$ cat config.mk
export PLATFORM = sky130hd
export DESIGN_NAME = fetch_exec_sequencer
export DESIGN_NICKNAME = d
export VERILOG_FILES = /design/src/rtl/proc_ctrl_pkg.sv /design/src/rtl/wait_timer.sv /design/src/rtl/fetch_exec_sequencer.sv
export SDC_FILE = /design/constraint.sdc
export NUM_CORES = 1
export LEC_CHECK = 0
export ABC_CLOCK_PERIOD_IN_PS = 1580
export CORE_MARGIN = 3
export CORE_UTILIZATION = 45
export DETAILED_ROUTE_END_ITERATION = 12
export HOLD_SLACK_MARGIN = 0.15
export PLACE_DENSITY = 0.83
export SLEW_MARGIN = 20
export SYNTH_ARGS = -nofsm -noshare
export SYNTH_HDL_FRONTEND = slang
export SYNTH_SLANG_ARGS = --single-unit
export TNS_END_PERCENT = 5
$ cat constraint.sdc
create_clock -name clk -period 1.58 [get_ports clk]
set_input_delay 0.316 -clock clk [delete_from_list [all_inputs] [get_ports clk]]
set_output_delay 0.316 -clock clk [all_outputs]
set_load 0.05 [all_outputs]
$ cat src/rtl/proc_ctrl_pkg.sv
// Shared definitions for the processor control path: state encoding, timeout
// defaults and the registered strobe bundle driven by the fetch/execute sequencer.
package proc_ctrl_pkg;

  localparam int unsigned TIMEOUT_W_DEF   = 4;
  localparam int unsigned MEM_TIMEOUT_DEF = 15;

  typedef enum logic [2:0] {
    ST_IDLE       = 3'd0,
    ST_FETCH_ADDR = 3'd1,
    ST_FETCH_WAIT = 3'd2,
    ST_LOAD_IR    = 3'd3,
    ST_EXEC       = 3'd4,
    ST_BRANCH     = 3'd5,
    ST_HALT       = 3'd6,
    ST_ERROR      = 3'd7
  } state_e;

  typedef struct packed {
    logic mar_we;
    logic mem_rd_req;
    logic ir_we;
    logic pc_inc;
    logic pc_we;
    logic exec_start;
    logic busy;
    logic halted;
    logic err;
  } ctrl_out_t;

  // Per-state strobe decode; exec_start needs history and is added by the caller.
  function automatic ctrl_out_t decode_state(input state_e s);
    ctrl_out_t o;
    o = '0;
    case (s)
      ST_FETCH_ADDR: begin o.mar_we = 1'b1;     o.busy = 1'b1; end
      ST_FETCH_WAIT: begin o.mem_rd_req = 1'b1; o.busy = 1'b1; end
      ST_LOAD_IR:    begin o.ir_we = 1'b1; o.pc_inc = 1'b1; o.busy = 1'b1; end
      ST_EXEC:       o.busy   = 1'b1;
      ST_BRANCH:     begin o.pc_we = 1'b1;      o.busy = 1'b1; end
      ST_HALT:       o.halted = 1'b1;
      ST_ERROR:      o.err    = 1'b1;
      default:       o = '0;
    endcase
    return o;
  endfunction

endpackage

$ cat src/rtl/wait_timer.sv
// Memory-wait cycle counter: cleared before each fetch, advanced on every
// ack-less wait cycle, flags the last permitted wait cycle.
module wait_timer #(
  parameter int unsigned W  = 4,
  parameter int unsigned TC = 15
) (
  input  logic clk,
  input  logic rst_n,
  input  logic i_clr,
  input  logic i_en,
  output logic o_tc_c
);

  logic [W-1:0] r_count;

  always_ff @(posedge clk or negedge rst_n) begin
    if (!rst_n) begin
      r_count <= '0;
    end else if (i_clr) begin
      r_count <= '0;
    end else if (i_en) begin
      r_count <= r_count + W'(1);
    end
  end

  // Count holds the number of completed wait cycles, so TC-1 marks the TC-th one.
  assign o_tc_c = (r_count == W'(TC - 1));

endmodule

$ cat src/rtl/fetch_exec_sequencer.sv
// Fetch/execute control FSM: sequences MAR, memory read, IR/PC strobes and the
// execute-unit handshake. All outputs are registered from the next state.
module fetch_exec_sequencer
  import proc_ctrl_pkg::*;
#(
  parameter int unsigned DATA_LEN    = 16,
  parameter int unsigned CNT_W       = 16,
  parameter int unsigned TIMEOUT_W   = TIMEOUT_W_DEF,
  parameter int unsigned MEM_TIMEOUT = MEM_TIMEOUT_DEF
) (
  input  logic             clk,
  input  logic             rst_n,
  input  logic             start,
  input  logic             halt_req,
  input  logic             mem_rd_ack,
  input  logic             exec_done,
  input  logic             branch_taken,
  input  logic             halt_instr,
  output logic             mar_we,
  output logic             mem_rd_req,
  output logic             ir_we,
  output logic             pc_inc,
  output logic             pc_we,
  output logic             exec_start,
  output logic             busy,
  output logic             halted,
  output logic             err,
  output logic [CNT_W-1:0] instr_count
);

  if (DATA_LEN == 0 || MEM_TIMEOUT == 0 ||
      MEM_TIMEOUT > (32'd1 << TIMEOUT_W) - 32'd1) begin : g_param_check
    $error("fetch_exec_sequencer: MEM_TIMEOUT must be 1..2**TIMEOUT_W-1");
  end

  state_e           r_state;
  state_e           w_state_nxt;
  ctrl_out_t        r_out;
  ctrl_out_t        w_out_nxt;
  logic [CNT_W-1:0] r_instr_count;
  logic             w_tmr_tc;

  wait_timer #(
    .W  (TIMEOUT_W),
    .TC (MEM_TIMEOUT)
  ) u_wait_timer (
    .clk    (clk),
    .rst_n  (rst_n),
    .i_clr  (r_state == ST_FETCH_ADDR),
    .i_en   ((r_state == ST_FETCH_WAIT) && !mem_rd_ack),
    .o_tc_c (w_tmr_tc)
  );

  // Next state, then registered outputs decoded from that next state.
  always_comb begin
    w_state_nxt = r_state;
    w_out_nxt   = '0;
    case (r_state)
      ST_IDLE:       if (start && !halt_req) w_state_nxt = ST_FETCH_ADDR;
      ST_FETCH_ADDR: w_state_nxt = ST_FETCH_WAIT;
      ST_FETCH_WAIT: begin
        if (mem_rd_ack)    w_state_nxt = ST_LOAD_IR;
        else if (w_tmr_tc) w_state_nxt = ST_ERROR;
      end
      ST_LOAD_IR:    w_state_nxt = ST_EXEC;
      ST_EXEC: begin
        if (exec_done) begin
          if (halt_instr)        w_state_nxt = ST_HALT;
          else if (branch_taken) w_state_nxt = ST_BRANCH;
          else if (halt_req)     w_state_nxt = ST_IDLE;
          else                   w_state_nxt = ST_FETCH_ADDR;
        end
      end
      ST_BRANCH:     w_state_nxt = halt_req ? ST_IDLE : ST_FETCH_ADDR;
      ST_HALT:       w_state_nxt = ST_HALT;
      ST_ERROR:      w_state_nxt = ST_ERROR;
      default:       w_state_nxt = ST_IDLE;
    endcase
    w_out_nxt            = decode_state(w_state_nxt);
    w_out_nxt.exec_start = (w_state_nxt == ST_EXEC) && (r_state != ST_EXEC);
  end

  always_ff @(posedge clk or negedge rst_n) begin
    if (!rst_n) begin
      r_state <= ST_IDLE;
      r_out   <= '0;
    end else begin
      r_state <= w_state_nxt;
      r_out   <= w_out_nxt;
    end
  end

  // Retired count advances as the IR load completes; wraps naturally.
  always_ff @(posedge clk or negedge rst_n) begin
    if (!rst_n) begin
      r_instr_count <= '0;
    end else if (r_state == ST_LOAD_IR) begin
      r_instr_count <= r_instr_count + CNT_W'(1);
    end
  end

  assign mar_we      = r_out.mar_we;
  assign mem_rd_req  = r_out.mem_rd_req;
  assign ir_we       = r_out.ir_we;
  assign pc_inc      = r_out.pc_inc;
  assign pc_we       = r_out.pc_we;
  assign exec_start  = r_out.exec_start;
  assign busy        = r_out.busy;
  assign halted      = r_out.halted;
  assign err         = r_out.err;
  assign instr_count = r_instr_count;

endmodule
* Yosys cells after proc, flatten, opt, wreduce, memory -nomap -nowiden
Index checks and enable logic that the tools add are counted.
** Storage, ports and cells
- Input bits :: 8
- Bits in registers :: 32
- Output and inout bits :: 25
** Cells by class
- Add/sub/neg operators :: 2
- Reduce and logical (&&, ||, !) cells :: 8
- Eq/ne operators :: 16
- Multiplexer cells :: 17
** Operators by type and width (number)
- $eq 3x3->1 const B :: 8
- $pmux 3 s8 :: 1
- $mux 3 :: 6
- $add 16x1->16 const B :: 1
- $eq 3x2->1 const B :: 4
- $mux 4 :: 2
- $mux 1 :: 7
- $eq 3x1->1 const B :: 2
- $reduce_or 5->1 :: 1
- $add 4x1->4 const B :: 1
- $eq 4x4->1 const B :: 1
- $logic_and 1x1->1 :: 3
- $logic_not 3->1 :: 1
- $ne 3x3->1 const B :: 1
- $logic_not 1->1 :: 2
- $mux 2 :: 1
- $reduce_bool 2->1 :: 1

* Depth between registers and ports, before layout
Gate-level depths: netlist of run 1.
- Word-level depth :: 8
- Gate-level depth with buffers :: 6

* Modules after synthesis
Synthesis of run 1 repeated with hierarchy kept, for this count alone.
** Second synthesis, totals
- Cells, all modules :: 124
- Area, all modules :: 1440.1 um^2
** Modules (own cells, without submodules)
- fetch_exec_sequencer :: cells each 104, instances 1, area each 1219.9 um^2
- wait_timer :: cells each 20, instances 1, area each 220.2 um^2

* Least setup slack after synthesis of run 1
Ideal clock, no wire load.
- Path kind :: reg-to-reg
- Start point :: register r_instr_count[0] (netlist: instr_count[0])
- End point :: register r_instr_count[12] (netlist: instr_count[12])
- Stages on the path, launching flop included :: 6
- Arrival time :: 1.704 ns
- Path slack :: -0.266 ns
- Library setup time :: 0.142 ns
- Path buffers :: 0
- Cells stage by stage :: dfrtp_1 ha_1 nand4b_4 nor4_4 nand3_1 xnor2_1
** On the way
- Longest elaborated chain between the ends :: 1
** RTL lines
- from (decl) :: RTL line fetch_exec_sequencer.sv:40 : logic [CNT_W-1:0] r_instr_count;
- from (signal assigned) :: RTL line fetch_exec_sequencer.sv:98 : r_instr_count <= r_instr_count + CNT_W'(1);
- $add 16x1->16 :: RTL line fetch_exec_sequencer.sv:98
Every way passes these cells.
A chain may end at the register's enable or synchronous reset.

==> results of run 1 <==
## cells in the mapped netlist (2+ instances only)
library cell	instances	share of area (%)
nand4_1	5	2.1
xor2_1	4	2.3
nand3_1	6	2.0
a21oi_1	2	0.66
nand2b_1	8	3.3
nand2_1	7	1.7
nor2_1	5	1.2
nor2b_1	2	0.82
and3_1	2	0.82
o21ai_0	6	2.0
nand4b_1	2	1.2
a31oi_1	2	0.82
dfrtp_1	31	51
xnor2_1	11	6.3
buf_6	2	1.5
ha_1	3	2.5
mux2i_1	2	1.3
buf_4	2	0.99
nor3_1	4	1.3
inv_1	6	1.5
## what timing repair did
item,4_1_cts,5_1_grt
setup buffers,0,1
gates resized for setup,4,18
endpoints found under the setup margin,7,14
pin swaps,1,7
## cells in the final DEF, fill, tap and decap left out, types with 2 or more instances in the layout
cell and n:
nor4_4 2, nor2b_4 2, and3_1 2, xor2_1 4
o21ai_0 6, buf_4 28, a21oi_1 2, nand4b_1 2
buf_12 16, nand4_1 5, ha_4 2, nand2_1 6
nand2b_4 2, dfrtp_1 23, a31oi_1 2, nand2b_1 6
inv_1 5, nor2_1 5, xnor2_1 11, clkdlybuf4s50_1 7
nand3_1 4, nor3_1 4, dfrtp_2 8, clkbuf_4 5
## final cells by class
class | count | area [um2] | area share, %
Multi-Input combinational cell | 90 | 798 | 33.8
Clock inverter | 2 | 35.0 | 1.48
Clock buffer | 6 | 51.3 | 2.17
Tap cell | 44 | 55.1 | 2.33
Sequential cell | 31 | 786 | 33.3
Inverter | 6 | 22.5 | 0.954
Timing Repair Buffer | 52 | 612 | 25.9
## path summary, 6_finish.rpt
check                                                    start                          end  slack (ns)  depth (start not counted)
max in group asynchronous                                rst_n   instr_count[5]$_DFFE_PN0P_        0.91                          2
hold / removal                                           rst_n   instr_count[3]$_DFFE_PN0P_        0.37                          2
setup reg to reg           u_wait_timer.r_count[0]$_DFFE_PN0P_              pc_we$_DFF_PN0_       -0.04                          6
min in group clk                   instr_count[15]$_DFFE_PN0P_  instr_count[15]$_DFFE_PN0P_        0.55                          1
setup / recovery           u_wait_timer.r_count[0]$_DFFE_PN0P_              pc_we$_DFF_PN0_       -0.04                          6
hold reg to reg                    instr_count[15]$_DFFE_PN0P_  instr_count[15]$_DFFE_PN0P_        0.55                          1
## layer usage
metal  wire (um)  global-route usage, %  vias up
met1        1400                   20.1      602
li1            -                      -      579
met5           0                      0        -
met3         218                   5.80       17
met4          99                   6.47        0
met2        2030                   36.3       53
## power groups by stage
stage          combinational [mW]  clock, mW  sequential (mW)
4_1_cts                      1.46      0.665             1.11
2_1_floorplan               0.591          0             1.37
5_1_grt                      1.73      0.699             1.15
3_3_place_gp                 1.37          0             1.11
6_report                     1.63      0.645             1.13
3_5_place_dp                 1.44          0             1.12
## worst max-delay path, cell delays in order (launching register included)
cell and delay [ns]:
dfrtp_1 0.41, inv_2 0.08, ha_4 0.14, nand3_4 0.08
a211o_1 0.31, a32o_2 0.33, nor3b_2 0.18
## kinds of logic after synthesis
group | count (synthesis) | synth area share [%]
compound gates | 17 | 7.75
buf+inv | 11 | 4.29
flops | 31 | 51.1
simple gates | 52 | 23.7
xor+xnor | 15 | 8.66
fa+ha+maj | 3 | 2.47
mux | 3 | 2.06
## stage by stage
step | hold slack (ns) | total power [mW] | setup TNS (ns) | area (um2) | cells
3_5_place_dp | 0.531 | 2.56 | -1.79 | 2150 | 222
6_report | 0.370 | 3.40 | -0.111 | 2360 | 231
4_1_cts | 0.377 | 3.24 | -0.0152 | 2260 | 230
2_1_floorplan | 0.0204 | 1.96 | 0 | 1540 | 132
5_1_grt | 0.400 | 3.58 | -0.585 | 2360 | 231
3_3_place_gp | 0.506 | 2.48 | -0.968 | 2150 | 222
==> flow_metrics.env, run 1 <==
export IMPL_outcome="finished with violations"
export IMPL_violations="negative setup slack"
export IMPL_clkTransAtPathRegs_ns=0.10
export IMPL_ctsRootBufferMaster="clkbuf_4"
export IMPL_portBuffers=32
export IMPL_pwr_share_comb_pct=47.8
export IMPL_maxCapViolCount=0
export IMPL_diodes=0
export IMPL_clk_latency_ns=0.33
export IMPL_worstPathRequired_ns=1.83
export IMPL_pre_cts_ws_ns=-0.213
export IMPL_final_hold_violation_count=0
export IMPL_relSlewSlack_pct=74.5
export IMPL_seq_area_frac_synth_pct=51.1
export IMPL_worstSetupPathType="flop to flop"
export IMPL_largest_reg_flops=16
export IMPL_netSwitchingPower_mw=1.33
export IMPL_grt_antenna_before_repair=0
export IMPL_p_leak_nw=1.09
export IMPL_track_usage_pct=19.3
export IMPL_num_rows=20
export IMPL_io_pins=33
export IMPL_fmax_mhz=619
export IMPL_min_period_over_period_pct=102
export IMPL_cp_max_fo=8
export IMPL_finalNetCount=197
export IMPL_p_per_area_mw_per_mm2=1440
export IMPL_fp_dieH_um=64.1
export IMPL_hpwl_um=2710
export IMPL_seq_power_share_pct=33.2
export IMPL_drcViolationCount=0
export IMPL_skew_ns=0.0132
export IMPL_synth_seq_cells=31
export IMPL_grt_pass1_wl_um=6060
export IMPL_htree_levels=2
export IMPL_cts_sinks=31
export IMPL_synthArstFlopShare_pct=100
export IMPL_synth_cells=132
export IMPL_ys_warn_count=0
export IMPL_cts_buffers=5
export IMPL_cts_hold_buffers=0
export IMPL_synth_nets=143
export IMPL_syn_area_mm2=0.00152
export IMPL_clk_path_buf_depth=2
export IMPL_dr_first_iter_drc_count=62
export IMPL_via_count=1251
export IMPL_synth_edff_count=0
export IMPL_finalSetupViolations=5
export IMPL_tritoncts="built"
export IMPL_tightest_slew_ns=0.382
export IMPL_via_per_inst=5.42
export IMPL_grt_max_degree=32
export IMPL_area_growth_syn_to_layout_pct=55.5
export IMPL_hold_class="input port to asynchronous set/reset pin"
export IMPL_die_area_mm2=0.00411
export IMPL_first_pass_iters=4
export IMPL_cp_data_arrival_time_ns=1.86
export IMPL_start_util_pct=48.5
export IMPL_core_mm2=0.00313
export IMPL_post_drt_wl_per_cell_um=16.2
export IMPL_synth_cell_type_count=40
export IMPL_ir_drop_mv=0.870
export IMPL_worst_slack_ns=-0.0357
export IMPL_grt_pass1_vias=1302
export IMPL_routed_wl_um=3740
export IMPL_p_sw_share_pct=39.0
export IMPL_rsz0062_at_grt="yes"
export IMPL_p_clk_share_pct=19.0
export IMPL_p_int_mw=2.08
export IMPL_fill_cells=193
export IMPL_cp_end_kind="flop"
export IMPL_final_max_slew_viol_count=0
export IMPL_avgSynthCellArea_um2=11.5
export IMPL_grt_ovfl_total=0
export IMPL_fin_crit_ns=1.62
export IMPL_post_route_util_pct=75.4
export IMPL_ant_nets=0
export IMPL_dieWidth_um=64.1
export IMPL_crit_path_start_kind="flop"
export IMPL_gp_congestion=0.820
export IMPL_synth_ff_type="dfrtp_1"
export IMPL_drive_gt1_share_pct=45.5
Power figures use the tool's default switching activity.
==> run 2: changes to the inputs <==
Settings changed: ABC_CLOCK_PERIOD_IN_PS 1580 to 1800, CORE_UTILIZATION 45 to 50, PLACE_DENSITY 0.83 to 0.87.
Clock period 1.58 ns to 1.8 ns, I/O delays scaled along.
==> flow_metrics.env, run 2 (synthesis results as in run 1) <==
export IMPL_tritoncts="built"
export IMPL_relSlewSlack_pct=70.2
export IMPL_final_max_slew_viol_count=0
export IMPL_finalNetCount=184
export IMPL_drive_gt1_share_pct=30.1
export IMPL_dieWidth_um=61.1
export IMPL_num_rows=19
export IMPL_design_area_mm2=0.00188
export IMPL_io_pins=33
export IMPL_fill_cells=230
export IMPL_via_count=1158
export IMPL_cts_hold_buffers=0
export IMPL_dr_first_iter_drc_count=45
export IMPL_slowest_delay_ns=0.43
export IMPL_ir_drop_mv=1.10
export IMPL_htree_levels=2
export IMPL_fin_crit_ns=1.73
export IMPL_post_cts_buffers=0
export IMPL_post_drt_wl_per_cell_um=14.4
export IMPL_setup_tns_ns=0
export IMPL_drcViolationCount=0
export IMPL_cts_sinks=31
export IMPL_rsz0062_at_grt="no"
export IMPL_start_util_pct=53.6
export IMPL_min_period_over_period_pct=96.4
export IMPL_hpwl_um=2150
export IMPL_cp_data_arrival_time_ns=1.98
export IMPL_worst_slack_ns=0.0651
export IMPL_dpl_cell_area_mm2=0.00183
export IMPL_cp_max_fo=8
export IMPL_via_per_inst=5.68
export IMPL_pre_cts_ws_ns=-0.0223
export IMPL_cts_buffers=5
export IMPL_final_hold_violation_count=0
export IMPL_grt_pass1_vias=1102
export IMPL_largest_reg_flops=16
export IMPL_worstSetupPathType="flop to flop"
export IMPL_core_mm2=0.00283
export IMPL_tightest_slew_ns=0.443
export IMPL_post_route_util_pct=66.6
export IMPL_skew_ns=0.00366
export IMPL_p_per_area_mw_per_mm2=1260
export IMPL_grt_ovfl_total=0
export IMPL_grt_pass1_wl_um=4890
export IMPL_worstPathCellList="inv_1 > ha_1 > nand3_1 > a211o_1 > a32o_2 > nor3b_2"
export IMPL_clk_latency_ns=0.33
export IMPL_gp_congestion=0.913
export IMPL_diodes=0
export IMPL_ant_nets=0
export IMPL_grt_max_degree=32
export IMPL_hold_class="input port to asynchronous set/reset pin"
export IMPL_track_usage_pct=18.1
export IMPL_final_common_cell="buf_4"
export IMPL_clk_path_buf_depth=2
export IMPL_outcome="complete, no violations"
export IMPL_routed_wl_um=2930
export IMPL_finalSetupViolations=0
export IMPL_worstPathRequired_ns=2.04
export IMPL_ctsResizeCount=0
export IMPL_p_leak_nw=0.915
export IMPL_crit_path_start_kind="flop"
export IMPL_layout_common_cells="32 x buf_4, 29 x dfrtp_1, 11 x xnor2_1, 8 x nand2b_1"
export IMPL_power_mw=2.38
export IMPL_die_area_mm2=0.00373
export IMPL_portBuffers=32
export IMPL_fp_dieH_um=61.1
export IMPL_fmax_mhz=576
export IMPL_clkTransAtPathRegs_ns=0.09
export IMPL_grt_antenna_before_repair=0
export IMPL_critPathSlowestCell="dfrtp_1"
export IMPL_ctsRootBufferMaster="clkbuf_4"
export IMPL_maxCapViolCount=0
export IMPL_first_pass_iters=4
export IMPL_cp_end_kind="flop"
export IMPL_area_growth_syn_to_layout_pct=24.1
==> run 2: layer usage <==
layer	routed length (um)	global-route usage, %
met1	1230	21.3
met2	1430	29.2
met3	202	7.34
met4	65	8.05
met5	0	0
==> run 2: critical path, delay by kind of cell, from the launching register on <==
family | cells | cell delay (ns)
and+or+nand+nor | 2 | 0.33
DFF | 1 | 0.43
buffers and inverters | 1 | 0.11
adders and majority gates | 1 | 0.16
AOI/OAI and AO/OA | 2 | 0.62
==> run 2: power breakdown <==
group          switching [mW]  internal [mW]
clock network           0.230          0.181
registers               0.134          0.830
logic                   0.624          0.378
total                   0.988           1.39
==> run 2: final timing paths <==
path | slack, ns | endpoint | start | depth (start not counted)
max | 0.07 | pc_we$_DFF_PN0_ | u_wait_timer.r_count[0]$_DFFE_PN0P_ | 6
min | 0.41 | exec_start$_DFF_PN0_ | rst_n | 2
max reg2reg | 0.07 | pc_we$_DFF_PN0_ | u_wait_timer.r_count[0]$_DFFE_PN0P_ | 6
min reg2reg | 0.48 | instr_count[15]$_DFFE_PN0P_ | instr_count[15]$_DFFE_PN0P_ | 1
max in group asynchronous | 1.09 | instr_count[0]$_DFFE_PN0P_ | rst_n | 2
min in group clk | 0.48 | instr_count[15]$_DFFE_PN0P_ | instr_count[15]$_DFFE_PN0P_ | 1
==> run 2: layout make-up <==
cell class | count | area, um2 | share of cell area [%]
flip-flops and latches | 31 | 778 | 41.3
repair buffers | 39 | 310 | 16.5
clock buffers | 6 | 51.3 | 2.72
multi-input cells | 90 | 677 | 35.9
inverters | 6 | 22.5 | 1.20
well taps | 31 | 38.8 | 2.06
clock inverters | 1 | 5.00 | 0.266
==> run 2: per-stage QoR <==
step | std cells | hold slack [ns]
5_1_grt | 204 | 0.417
6_report | 204 | 0.411
3_5_place_dp | 197 | 0.468
4_1_cts | 204 | 0.410
2_1_floorplan | 132 | 0.0644
3_3_place_gp | 197 | 0.463
